### src/rtl/i2c_pkg.sv
// Shared I2C definitions: target FSM states and bus-level constants.
// Used by both the on-chip master and the register-file target.
package i2c_pkg;

  typedef enum logic [3:0] {
    ST_IDLE,
    ST_ADDR,
    ST_ADDR_ACK,
    ST_PTR,
    ST_PTR_ACK,
    ST_WDATA,
    ST_WDATA_ACK,
    ST_RDATA,
    ST_RDATA_ACK,
    ST_IGNORE
  } i2c_tgt_state_t;

  localparam logic I2C_ACK  = 1'b0;
  localparam int   I2C_BITS = 8;

endpackage

### src/rtl/i2c_line_sync.sv
// Conditions one asynchronous I2C pad: 2-flop synchronizer, optional 3-sample
// majority filter (I2C_TGT_GLITCH_FILTER_EN), and rise/fall detection.
module i2c_line_sync (
  input  logic clk,
  input  logic rst,
  input  logic pad,
  output logic level,
  output logic rise,
  output logic fall
);

  logic sync_p0, sync_p1, level_prev;

  // Idle bus is high, so reset to 1 to avoid a spurious edge on release.
  always_ff @(posedge clk or posedge rst) begin
    if (rst) begin
      sync_p0 <= 1'b1;
      sync_p1 <= 1'b1;
    end else begin
      sync_p0 <= pad;
      sync_p1 <= sync_p0;
    end
  end

`ifdef I2C_TGT_GLITCH_FILTER_EN
  logic [2:0] win_p2;
  logic       filt_p3;

  always_ff @(posedge clk or posedge rst) begin
    if (rst) begin
      win_p2  <= 3'b111;
      filt_p3 <= 1'b1;
    end else begin
      win_p2  <= {win_p2[1:0], sync_p1};
      filt_p3 <= (win_p2[0] & win_p2[1]) | (win_p2[0] & win_p2[2]) | (win_p2[1] & win_p2[2]);
    end
  end

  assign level = filt_p3;
`else
  assign level = sync_p1;
`endif

  always_ff @(posedge clk or posedge rst) begin
    if (rst) level_prev <= 1'b1;
    else     level_prev <= level;
  end

  assign rise = level & ~level_prev;
  assign fall = ~level & level_prev;

endmodule

### src/rtl/i2c_target_regs.sv
// I2C target exposing NREGS byte registers over the bus and a local host port.
// Define I2C_TGT_GLITCH_FILTER_EN to add a majority glitch filter on SCL/SDA.
module i2c_target_regs
  import i2c_pkg::*;
#(
  parameter logic [6:0] ADDR  = 7'h4A,
  parameter int         NREGS = 16
) (
  input  logic                     clk,
  input  logic                     rst,
  input  logic                     scl_i,
  input  logic                     sda_i,
  output logic                     sda_oe,
  input  logic [$clog2(NREGS)-1:0] host_addr,
  input  logic [7:0]               host_wdata,
  input  logic                     host_we,
  output logic [7:0]               host_rdata,
  output logic                     bus_wr_pulse,
  output logic [$clog2(NREGS)-1:0] bus_wr_idx,
  output logic                     busy
);

  localparam int         IW       = $clog2(NREGS);
  localparam logic [3:0] LAST_BIT = 4'(I2C_BITS - 1);
  localparam logic [3:0] ACK_BIT  = 4'(I2C_BITS);
  localparam logic [3:0] ACK_DONE = 4'(I2C_BITS + 1);

  logic scl_lvl, scl_rise, scl_fall, sda_lvl, sda_rise, sda_fall;
  logic scl_prev, start_det, stop_det;

  i2c_line_sync u_scl (.clk(clk), .rst(rst), .pad(scl_i), .level(scl_lvl), .rise(scl_rise), .fall(scl_fall));
  i2c_line_sync u_sda (.clk(clk), .rst(rst), .pad(sda_i), .level(sda_lvl), .rise(sda_rise), .fall(sda_fall));

  // SDA edges are judged against SCL as it was before any same-cycle SCL edge.
  assign scl_prev  = (scl_lvl & ~scl_rise) | scl_fall;
  assign start_det = sda_fall & scl_prev;
  assign stop_det  = sda_rise & scl_prev;

  i2c_tgt_state_t  state_q, state_d;
  logic [3:0]      cnt_q, cnt_d;
  logic [6:0]      sr_q, sr_d, tx_q, tx_d;
  logic [IW-1:0]   ptr_q, ptr_d, ptr_inc;
  logic            rw_q, rw_d, oe_q, oe_d, busy_q, busy_d, wr_en;
  logic [7:0]      rx_byte, rd_cur, rd_next;
  logic [7:0]      regs [NREGS];

  assign rx_byte = {sr_q, sda_lvl};
  assign ptr_inc = ptr_q + 1'b1;
  assign rd_cur  = regs[ptr_q];
  assign rd_next = regs[ptr_inc];

  always_comb begin
    state_d = state_q;
    cnt_d   = cnt_q;
    sr_d    = sr_q;
    tx_d    = tx_q;
    ptr_d   = ptr_q;
    rw_d    = rw_q;
    oe_d    = oe_q;
    busy_d  = busy_q;
    wr_en   = 1'b0;
    if (start_det) begin
      state_d = ST_ADDR;
      cnt_d   = '0;
      oe_d    = 1'b0;
    end else if (stop_det) begin
      state_d = ST_IDLE;
      cnt_d   = '0;
      oe_d    = 1'b0;
      busy_d  = 1'b0;
    end else begin
      case (state_q)
        ST_ADDR, ST_PTR, ST_WDATA: begin
          if (scl_rise) begin
            sr_d  = rx_byte[6:0];
            cnt_d = cnt_q + 4'd1;
            if (cnt_q == LAST_BIT) begin
              if (state_q == ST_ADDR) begin
                if (sr_q == ADDR) begin
                  state_d = ST_ADDR_ACK;
                  rw_d    = sda_lvl;
                  busy_d  = 1'b1;
                end else begin
                  state_d = ST_IGNORE;
                  busy_d  = 1'b0;
                end
              end else if (state_q == ST_PTR) begin
                ptr_d   = rx_byte[IW-1:0];
                state_d = ST_PTR_ACK;
              end else begin
                wr_en   = 1'b1;
                ptr_d   = ptr_inc;
                state_d = ST_WDATA_ACK;
              end
            end
          end
        end
        // First fall after bit 8 asserts ACK; the fall after bit 9 releases it.
        ST_ADDR_ACK, ST_PTR_ACK, ST_WDATA_ACK: begin
          if (scl_fall) begin
            if (cnt_q == ACK_BIT) begin
              oe_d  = ~I2C_ACK;
              cnt_d = ACK_DONE;
            end else begin
              cnt_d = '0;
              oe_d  = 1'b0;
              if (state_q == ST_ADDR_ACK && rw_q) begin
                state_d = ST_RDATA;
                tx_d    = rd_cur[6:0];
                oe_d    = ~rd_cur[7];
              end else if (state_q == ST_ADDR_ACK) begin
                state_d = ST_PTR;
              end else begin
                state_d = ST_WDATA;
              end
            end
          end
        end
        ST_RDATA: begin
          if (scl_rise) begin
            cnt_d = cnt_q + 4'd1;
          end else if (scl_fall) begin
            if (cnt_q == ACK_BIT) begin
              oe_d    = 1'b0;
              state_d = ST_RDATA_ACK;
            end else begin
              tx_d = {tx_q[5:0], 1'b0};
              oe_d = ~tx_q[6];
            end
          end
        end
        ST_RDATA_ACK: begin
          if (scl_rise) begin
            if (sda_lvl != I2C_ACK) state_d = ST_IGNORE;
            else                    cnt_d   = ACK_DONE;
          end else if (scl_fall && cnt_q == ACK_DONE) begin
            ptr_d   = ptr_inc;
            tx_d    = rd_next[6:0];
            oe_d    = ~rd_next[7];
            cnt_d   = '0;
            state_d = ST_RDATA;
          end
        end
        default: ;
      endcase
    end
  end

  always_ff @(posedge clk or posedge rst) begin
    if (rst) begin
      state_q      <= ST_IDLE;
      cnt_q        <= '0;
      ptr_q        <= '0;
      rw_q         <= 1'b0;
      oe_q         <= 1'b0;
      busy_q       <= 1'b0;
      bus_wr_pulse <= 1'b0;
      bus_wr_idx   <= '0;
    end else begin
      state_q      <= state_d;
      cnt_q        <= cnt_d;
      ptr_q        <= ptr_d;
      rw_q         <= rw_d;
      oe_q         <= oe_d;
      busy_q       <= busy_d;
      bus_wr_pulse <= wr_en;
      if (wr_en) bus_wr_idx <= ptr_q;
    end
  end

  always_ff @(posedge clk) begin
    sr_q <= sr_d;
    tx_q <= tx_d;
  end

  // Bus write takes priority over a host write to the same index.
  always_ff @(posedge clk or posedge rst) begin
    if (rst) begin
      for (int i = 0; i < NREGS; i++) regs[i] <= '0;
    end else begin
      for (int i = 0; i < NREGS; i++) begin
        if (wr_en && ptr_q == IW'(i))             regs[i] <= rx_byte;
        else if (host_we && host_addr == IW'(i))  regs[i] <= host_wdata;
      end
    end
  end

  assign host_rdata = regs[host_addr];
  assign sda_oe     = oe_q;
  assign busy       = busy_q;

endmodule

### config.mk
export PLATFORM = sky130hd
export DESIGN_NAME = i2c_target_regs
export DESIGN_NICKNAME = d
export VERILOG_FILES = /design/src/rtl/i2c_pkg.sv /design/src/rtl/i2c_line_sync.sv /design/src/rtl/i2c_target_regs.sv
export SDC_FILE = /design/constraint.sdc
export NUM_CORES = 1
export LEC_CHECK = 0
export BUFFER_PORTS_ARGS = -buffer_cell sky130_fd_sc_hd__buf_2
export CAP_MARGIN = 20
export CORE_MARGIN = 1.5
export CORE_UTILIZATION = 30
export DETAILED_ROUTE_END_ITERATION = 16
export SETUP_SLACK_MARGIN = 0.15
export SYNTH_ARGS = -nofsm -noshare
export SYNTH_HDL_FRONTEND = slang
export SYNTH_SLANG_ARGS = --single-unit
### constraint.sdc
create_clock -name clk -period 5 [get_ports clk]
set_input_delay 0.25 -clock clk [delete_from_list [all_inputs] [get_ports clk]]
set_output_delay 0.25 -clock clk [all_outputs]
set_load 0.1 [all_outputs]
# Word level (Yosys, flattened, before mapping)
# Index checks and enable logic that the tools add are counted.
[totals]
regBits = 168
latch_bits = 0
ramBits = 0
rom_bits = 0
input_bits = 17
out_inout_bits = 15
wordCells = 304
n_memories = 0
[classes]
addsub = 2
multipliers = 0
div = 0
magnitude_cmp = 3
eq_ne = 66
n_shift = 0
n_mux = 108
bitwise = 21
reduce_logical = 72
[ops]
columns = ["operator", "n"]
rows = [
  ["8-bit two-way mux", 38],
  ["4-bit two-way mux", 28],
  ["8-bit binary-select mux with 4-bit select", 3],
  ["4-bit equality test, second input constant", 19],
  ["7-bit two-way mux", 8],
  ["4-bit by 3-bit equality test with 1-bit output, second input constant", 13],
  ["2-bit nonzero test", 21],
  ["4-bit inequality test, second input constant", 9],
  ["1-bit logical AND", 34],
  ["4-bit by 2-bit equality test with 1-bit output, second input constant", 6],
  ["1-bit two-way mux", 23],
  ["2-bit inequality test, second input constant", 11],
  ["7-bit case mux with 3 select lines", 1],
  ["4-bit case mux with 4 select lines", 1],
  ["5-bit >= comparator, second input constant", 3],
  ["4-bit inverter with 5-bit output", 3],
  ["4-bit by 1-bit equality test with 1-bit output, second input constant", 3],
  ["4-bit case mux with 3 select lines", 1],
  ["11-bit AND reduction", 1],
  ["5-bit inequality test, second input constant", 2],
  ["1-bit inverter", 10],
  ["10-bit AND reduction", 1],
  ["5-bit AND reduction", 2],
  ["5-bit nonzero test", 2],
  ["19 further kinds", 29],
]

# Longest topological paths before layout
# Gate-level depths: netlist of run 1.
[depth]
word_depth = 11
ltp_mapped = 14

# Modules after synthesis
# From an unflattened synthesis of run 1, not the netlist that was laid out.
[unflattened]
hier_cells = 1035
hier_area_um2 = 11308.3
[modules_own_cells]
columns = ["module", "instances", "cells_per_inst", "area_per_inst_um2"]
rows = [
  ["i2c_target_regs", 1, 1023, 11113.2],
  ["i2c_line_sync", 2, 6, 97.6],
]

# Least setup slack after synthesis of run 1
# Ideal clock, no wire load.
[synth_path]
kind = "register to register"
start = "register ptr_q[0]"
end = "register tx_q[4], data pin"
setup_ps = 261
arrival_time_ps = 3403
required_time_ps = 4739
setup_slack_ps = 1336
path_stages_with_launch = 15
path_buffers = 7
cell_sequence = "dfrtp_1 > buf_2 > buf_2 > buf_2 > buf_2 > inv_1 > ha_1 > buf_2 > buf_2 > buf_1 > mux4_2 > mux2i_1 > nand2_1 > o211ai_1 > nand3_1"
[synth_between]
elab_chain_len = 8
elab_cells_between_ends = 15
[synth_lines]
columns = ["item", "line_no", "rtl"]
rows = [
  ["start, declared", "i2c_target_regs.sv:42", "logic [IW-1:0] ptr_q, ptr_d, ptr_inc;"],
  ["start signal, assigned", "i2c_target_regs.sv:162", "ptr_q <= ptr_d;"],
  ["4-bit by 1-bit adder with 4-bit output / 4-bit inverter with 5-bit output (equally long branches)", "i2c_target_regs.sv:48, i2c_target_regs.sv:49", ""],
  ["4-bit inverter with 5-bit output (not written as such) / 8-bit binary-select mux with 4-bit select (equally long branches)", "i2c_target_regs.sv:50, i2c_target_regs.sv:49", ""],
  ["8-bit binary-select mux with 4-bit select / 8-bit two-way mux (equally long branches)", "i2c_target_regs.sv:50, i2c_target_regs.sv:49", ""],
  ["8-bit two-way mux (on tied branches)", "i2c_target_regs.sv:50, i2c_target_regs.sv:49", ""],
  ["8-bit two-way mux (not written as such) / 7-bit two-way mux (equally long branches)", "i2c_target_regs.sv:50, i2c_target_regs.sv:107", ""],
  ["7-bit two-way mux (on tied branches)", "i2c_target_regs.sv:136, i2c_target_regs.sv:101", ""],
  ["7-bit two-way mux (on tied branches)", "i2c_target_regs.sv:133, i2c_target_regs.sv:100", ""],
  ["7-bit case mux with 3 select lines *", "i2c_target_regs.sv:72", "case (state_q)"],
  ["end signal, assigned", "i2c_target_regs.sv:173", "tx_q <= tx_d;"],
  ["end, declared", "i2c_target_regs.sv:41", "logic [6:0] sr_q, sr_d, tx_q, tx_d;"],
]
# Every way passes the cells marked *; elsewhere a longest branch is shown, timed or not. The select of a mux whose other input is x is not followed.
# A chain may end at the register's enable or synchronous reset.

# Final worst setup path of run 1
[layout_path]
start = "register ptr_q[0]"
end = "register tx_q[0], data pin"
# The elaborated chain is that of the path after synthesis.

==> flow_summary.ini, run 1 <==
[status]
status = complete, no violations

[detailed_routing]
met1_length_um = 14810
vias = 8574
dr.max_layer_used = met5
met3_length_um = 3842
routedWlPerCell_um = 24.82
drtAntennaViolNets = 0
detailedRoute.firstIterationViolations = 1156
routed_wl_um = 36290
via_per_inst = 5.865
first_pass_iters = 6
drcViolationCount = 0
dr_wl_met2_um = 16180

[global_route]
grt_pass1_wl_um = 54030
grt_pass1_vias = 8187
grt_max_degree = 63
grt_overflow = 0
grt_antenna_before_repair = 1
grt_usage_pct = 19.32

[clock_network]
clock_sinks = 168
ctsLongestPathBuffers = 2
cts_tree = yes
clkLatencyLatePin_ns = 0.45
cts_max_level = 4
clkTransAtPathRegs_ns = 0.08
cts_root_buffer = clkbuf_16
cts-buffers-inserted = 17

[timing]
fmax_mhz = 272.9
hold_viol_final = 0
relSlewSlack_pct = 27.04
fin_ws_ns = 1.335
setup_viol = 0
post-route-min-period_ns = 3.665
post-route-period-util_pct = 73.30
rsz0062_at_grt = false
whs_ns = 0.2744
fin_skew_ns = 0.02353
finalSetupTns_ns = 0
slew_viol_final = 0
tightest_slew_ns = 1.094

[power_and_ir_drop]
leakagePower_nw = 4.664
vdd_drop_max_mv = 0.2839
finalPower_mw = 4.879
powerDensity_nw_per_um2 = 396.9

[logic_synthesis]
synth_nets = 1024
synth_adder_area_share_pct = 0.7870
yosysWarnings = 0
synth_ff_type = dfrtp_1
synth_simple_gate_area_share_pct = 10.94
synth_xor_area_share_pct = 0.2361
syn-cell-area_um2 = 11130
synth_top_family_by_area = multiplexers
async_reset_ff_share_pct = 91.67
synth_mux_area_share_pct = 36.30
ys_seq_area_share_pct = 38.47
synth_edf_count = 14
synth-compound-area-share_pct = 9.702
syn_area_per_cell_um2 = 11.13
synth.distinct_cells = 50
synth-seq-cells = 168
syn_inst = 1000

[placement]
port_buffers = 31
dp_cells = 1427
globalplace.congestion = 0.8511
post-place-ws_ns = 1.330
dpl_cell_area_um2 = 11650
hpwl_um = 22240

[cells_and_area]
n_fill_cell = 3591
drive_gt1_share_pct = 22.64
nets = 1005
synthToLayoutAreaGrowth_pct = 10.45
final_core_utilization_pct = 33.66
fin_area_um2 = 12290
final_common_cell = nor2_1
fin_cells = 1462
diodes = 0
final_cell_mix = nor2_1, dfrtp_1, a21oi_1

[job]
drv_cap = 0

[worst_setup_path]
cp_cell_sequence = inv_1, ha_2, buf_4, mux4_2, mux4_2, a22o_1
crit_buf_inv = 2
worstPathMaxFanout = 33
arrival_ns = 3.87
max_stage_delay_ns = 0.78
critPathLaunchType = flop
cp.required_ns = 5.20
cp_slowest_cell = dfrtp_4
cp_top_family = multiplexers
crit_top_cell = mux4_2
critPathKind = reg2reg
critPathCaptureType = flop

[floorplan]
start_util_pct = 30.47
die_y_um = 195.6
fp-row-count = 70
die_w_um = 195.6
core_um2 = 36520
dieArea_um2 = 38260
io_pins = 32

[hold_path]
min_path_type = in2reg
==> cell usage after synthesis (all sizes together), types with 2 or more instances <==
cell type / n / area [um^2]
a22o: 2 / 17.52
nand3b: 7 / 52.55
nor3b: 5 / 42.54
nor2: 155 / 581.8
nor2b: 5 / 31.28
nand4: 2 / 12.51
o21ai: 13 / 65.06
nand3: 14 / 70.07
o21a: 2 / 15.01
o2bb2ai: 2 / 17.52
o211ai: 8 / 60.06
buf: 35 / 163.9
a31oi: 6 / 37.54
a211oi: 2 / 15.01
and3: 2 / 12.51
nand2: 54 / 202.7
mux4: 112 / 2522
dfstp: 6 / 157.7
dfrtp: 148 / 3704
or3: 2 / 12.51
a21oi: 144 / 720.7
nand2b: 9 / 56.30
mux2i: 137 / 1371
inv: 11 / 41.29
and3b: 3 / 26.28
mux2: 13 / 146.4
edfxtp: 14 / 420.4
nor4: 3 / 18.77
a2111oi: 3 / 63.81
ha: 7 / 87.58
xor2: 2 / 17.52
nor3: 8 / 40.04
clkbuf: 51 / 191.4
==> flip-flops by register name, indices dropped and copies added (netlist names), 4 cells and up <==
| signal | count |
|---|---|
| cnt_q | 4 |
| tx_q | 7 |
| sr_q | 7 |
| ptr_q | 4 |
| state_q | 4 |
| regs | 128 |
| bus_wr_idx | 4 |
==> cell families after synthesis <==
kind of cell / Yosys count
adder cells (fa/ha/maj): 7
buffers and inverters: 97
AND/OR/NAND/NOR: 274
multiplexers: 262
flip-flops: 168
AO/OA/AOI/OAI: 189
XOR/XNOR: 3
==> area by class of cell <==
cell class | count | area [um^2] | area share (%)
Timing Repair Buffer | 48 | 290.3 | 2.361
Sequential cell | 168 | 4287 | 34.87
Multi-Input combinational cell | 735 | 6476 | 52.68
Clock buffer | 20 | 479.2 | 3.898
Clock inverter | 12 | 128.9 | 1.048
Inverter | 11 | 46.29 | 0.3766
Tap cell | 468 | 585.6 | 4.763
==> per-layer routing <==
layer  GRT usage (%)  up-vias
met4           8.183        2
met1           26.39     4311
met3           5.699       83
met5          0.7663        -
li1                -     3699
met2           28.40      479
==> report_power, final <==
part / switching [mW] / internal [mW]
clock network: 0.641 / 0.760
registers: 0.385 / 1.67
logic: 0.719 / 0.708
==> worst paths after layout <==
path                                              start                     to  slack, ns  cells past startpoint
worst max-delay path               ptr_q[0]$_DFFE_PP0P_      tx_q[0]$_DFFE_PP_       1.34                      6
worst min-delay path                      host_wdata[6]  regs[118]$_DFFE_PP0P_       0.27                      3
worst max register to register     ptr_q[0]$_DFFE_PP0P_      tx_q[0]$_DFFE_PP_       1.34                      6
worst min register to register  u_sda.sync_p0$_DFF_PP1_  u_sda.level$_DFF_PP1_       0.36                      0
max in group asynchronous                           rst  regs[110]$_DFFE_PP0P_       3.44                      4
min in group asynchronous                           rst   cnt_q[2]$_DFFE_PP0P_       0.44                      3
==> repair_timing <==
action	CTS	global route
resized for setup	0	0
endpoints found under the setup margin	0	0
hold endpoints to repair	60	0
setup buffers	0	0
hold buffers	3	0
==> worst register-to-register path, stage by stage (launching register included) <==
cell	delay (ns)
dfrtp_4	0.78
inv_1	0.17
ha_2	0.75
buf_4	0.45
mux4_2	0.56
mux4_2	0.49
a22o_1	0.24
No activity file was read; power rests on OpenSTA's default activity.
==> run 2, diff against run 1 <==
ABC_AREA = 1   (was unset)
clock period = 3.59 ns   (was 5 ns; I/O delays follow)
==> flow_summary.ini, run 2 <==
[status]
status = complete, no violations

[global_route]
grt_usage_pct = 25.46
grt_antenna_before_repair = 1
grt_max_degree = 94
grt_pass1_wl_um = 77890
met1_usage_pct = 35.11
grt-busiest-layer = met2
grt_overflow = 0
grt_pass1_vias = 12161
grtUsageMet2_pct = 38.33
grt_util_met3_pct = 5.063

[worst_setup_path]
rr_startpoint = ptr_q[0]$_DFFE_PP0P_
critPathLaunchType = input port
arrival_ns = 2.51
critPathCaptureType = output pin
critPathKind = in2out
worstPathMaxFanout = 22
cp.required_ns = 3.41
critPathLaunch = host_addr[0]

[clock_network]
ctsLongestPathBuffers = 2
cts_root_buffer = clkbuf_16
clkLatencyLatePin_ns = 0.46
cts_max_level = 4
cts_resized = 0
cts_tree = yes
cts_setup_buffers = 0
clock_sinks = 168
clkTransAtPathRegs_ns = 0.07
cts-buffers-inserted = 17

[cells_and_area]
largest_register_ffs = 128
final_common_cell = nand3_1
nets = 1796
final_cell_mix = nand3_1, nand2_1, o21ai_0
fin_area_um2 = 13260
largestRegisters = regs (128), sr_q (7), tx_q (7)
synthToLayoutAreaGrowth_pct = 11.86
regMostFlops = regs
drive_gt1_share_pct = 9.417
n_fill_cell = 4128

[power_and_ir_drop]
switching_share_pct = 49.65
leakagePower_nw = 5.927
p_seq_share_pct = 29.4
vdd_drop_max_mv = 0.4758
p_int_mw = 4.995
clockPowerShare_pct = 20.0
powerDensity_nw_per_um2 = 748.1
comb_power_share_pct = 50.6
p_switching_mw = 4.925
finalPower_mw = 9.919

[detailed_routing]
via_per_inst = 5.781
routed_wl_um = 52150
first_pass_iters = 6
detailedRoute.firstIterationViolations = 1920
drtAntennaViolNets = 0
drcViolationCount = 0
vias = 13314
routedWlPerCell_um = 22.64

[timing]
fmax_mhz = 371.6
setup_viol = 0
hold_viol_final = 0
tightest_slew_ns = 1.066
post-route-min-period_ns = 2.691
fin_skew_ns = 0.01721
relSlewSlack_pct = 28.74
post-route-period-util_pct = 74.97
slew_viol_final = 0
rsz0062_at_grt = false
finalSetupTns_ns = 0

[logic_synthesis]
synth.area.top_cells = dfrtp_1, nand3_1, nand2_1, o21ai_0, inv_1
ys_seq_area_share_pct = 36.12
async_reset_ff_share_pct = 91.67
synth_nets = 1802
synth_simple_gate_area_share_pct = 38.26
syn_area_per_cell_um2 = 6.667
syn-cell-area_um2 = 11850
syn_inst = 1778
synth_edf_count = 14
synth_ff_type = dfrtp_1
netlist.area_leader.share_pct = 31.24
synth-seq-cells = 168
synth-compound-area-share_pct = 15.55
yosysMostFrequentCell = nand3_1
synth_largest_area_cell = dfrtp_1
synth.distinct_cells = 34
synth_mux_area_share_pct = 0
yosysWarnings = 0
synth_adder_area_share_pct = 0.7389
synth_xor_area_share_pct = 0.2955
synthTopCellsByCount = nand3_1, nand2_1, o21ai_0
synth_top_family_by_area = simple AND/OR/NAND/NOR gates

[floorplan]
start_util_pct = 30.53
die_y_um = 201.8
die_w_um = 201.8
fp-row-count = 72
core_um2 = 38830
dieArea_um2 = 40720
io_pins = 32

[placement]
port_buffers = 31
globalplace.congestion = 1.004
dpl_cell_area_um2 = 12590
hpwl_um = 36590

[job]
drv_cap = 0

[hold_path]
min_path_type = in2async
-- run 2: layout make-up --
type | instances | area [um^2] | share of cell area [%]
Clock buffer | 21 | 461.7 | 3.482
Timing Repair Buffer | 79 | 560.5 | 4.227
Inverter | 174 | 659.4 | 4.973
Sequential cell | 168 | 4283 | 32.30
Tap cell | 518 | 648.1 | 4.888
Multi-Input combinational cell | 1332 | 6501 | 49.03
Antenna cell | 1 | 2.502 | 0.01887
Clock inverter | 10 | 143.9 | 1.085
-- run 2: cells by family (layout without fill, tap and decap cells) --
family | after synthesis | after routing
buf+inv | 278 | 284
other cells | 0 | 1
xor+xnor | 4 | 4
fa+ha+maj | 7 | 7
flops | 168 | 168
simple gates | 966 | 966
compound gates | 355 | 355
-- run 2: final timing paths --
path / endpoint / slack, ns / cells after the start
hold reg to reg: u_scl.level$_DFF_PP1_ / 0.36 / 0
hold / removal: state_q[1]$_DFFE_PP0P_ / 0.17 / 3
setup / recovery: host_rdata[7] / 0.90 / 7
min in group clk: regs[37]$_DFFE_PP0P_ / 0.29 / 3
setup reg to reg: regs[1]$_DFFE_PP0P_ / 0.93 / 8
max in group asynchronous: u_sda.level$_DFF_PP1_ / 2.50 / 5
-- run 2: per-layer routing --
metal	part of all wire, %	routed length (um)
met4	4.3	2235
met2	44	22720
met5	0	0
met1	42	22110
met3	9.7	5082
-- run 2: per-stage QoR --
step	worst slack, ns	hold WS, ns	std cells	util, %
final	0.8987	0.1671	2303	34.15
after global routing	0.7749	0.1801	2303	34.15
after CTS	0.9474	0.2438	2300	34.07
after detailed placement	0.9347	0.2879	2266	32.44
after global placement	0.8959	0.2867	2266	32.44
after floorplan	0.8653	0.1840	1778	-
-- run 2: repair_timing --
item	CTS	global route
hold endpoints to repair	34	0
hold buffers	3	0
endpoints found under the setup margin	0	0
-- run 2: worst max-delay path: stages --
cell and delay (ns):
buf_2 0.16, nand2_1 0.80, buf_4 0.29, o22ai_1 0.08
o21ai_0 0.41, nand4_1 0.23, buf_2 0.35
-- run 2: power by group through the flow --
stage               Sequential, mW  Clock [mW]  Combinational (mW)
detailed placement            2.91           0                4.90
CTS                           2.88        2.01                4.92
global route                  2.94        2.07                5.55
global placement              2.90           0                4.86
finish                        2.91        1.98                5.02
floorplan                     2.67           0                3.48
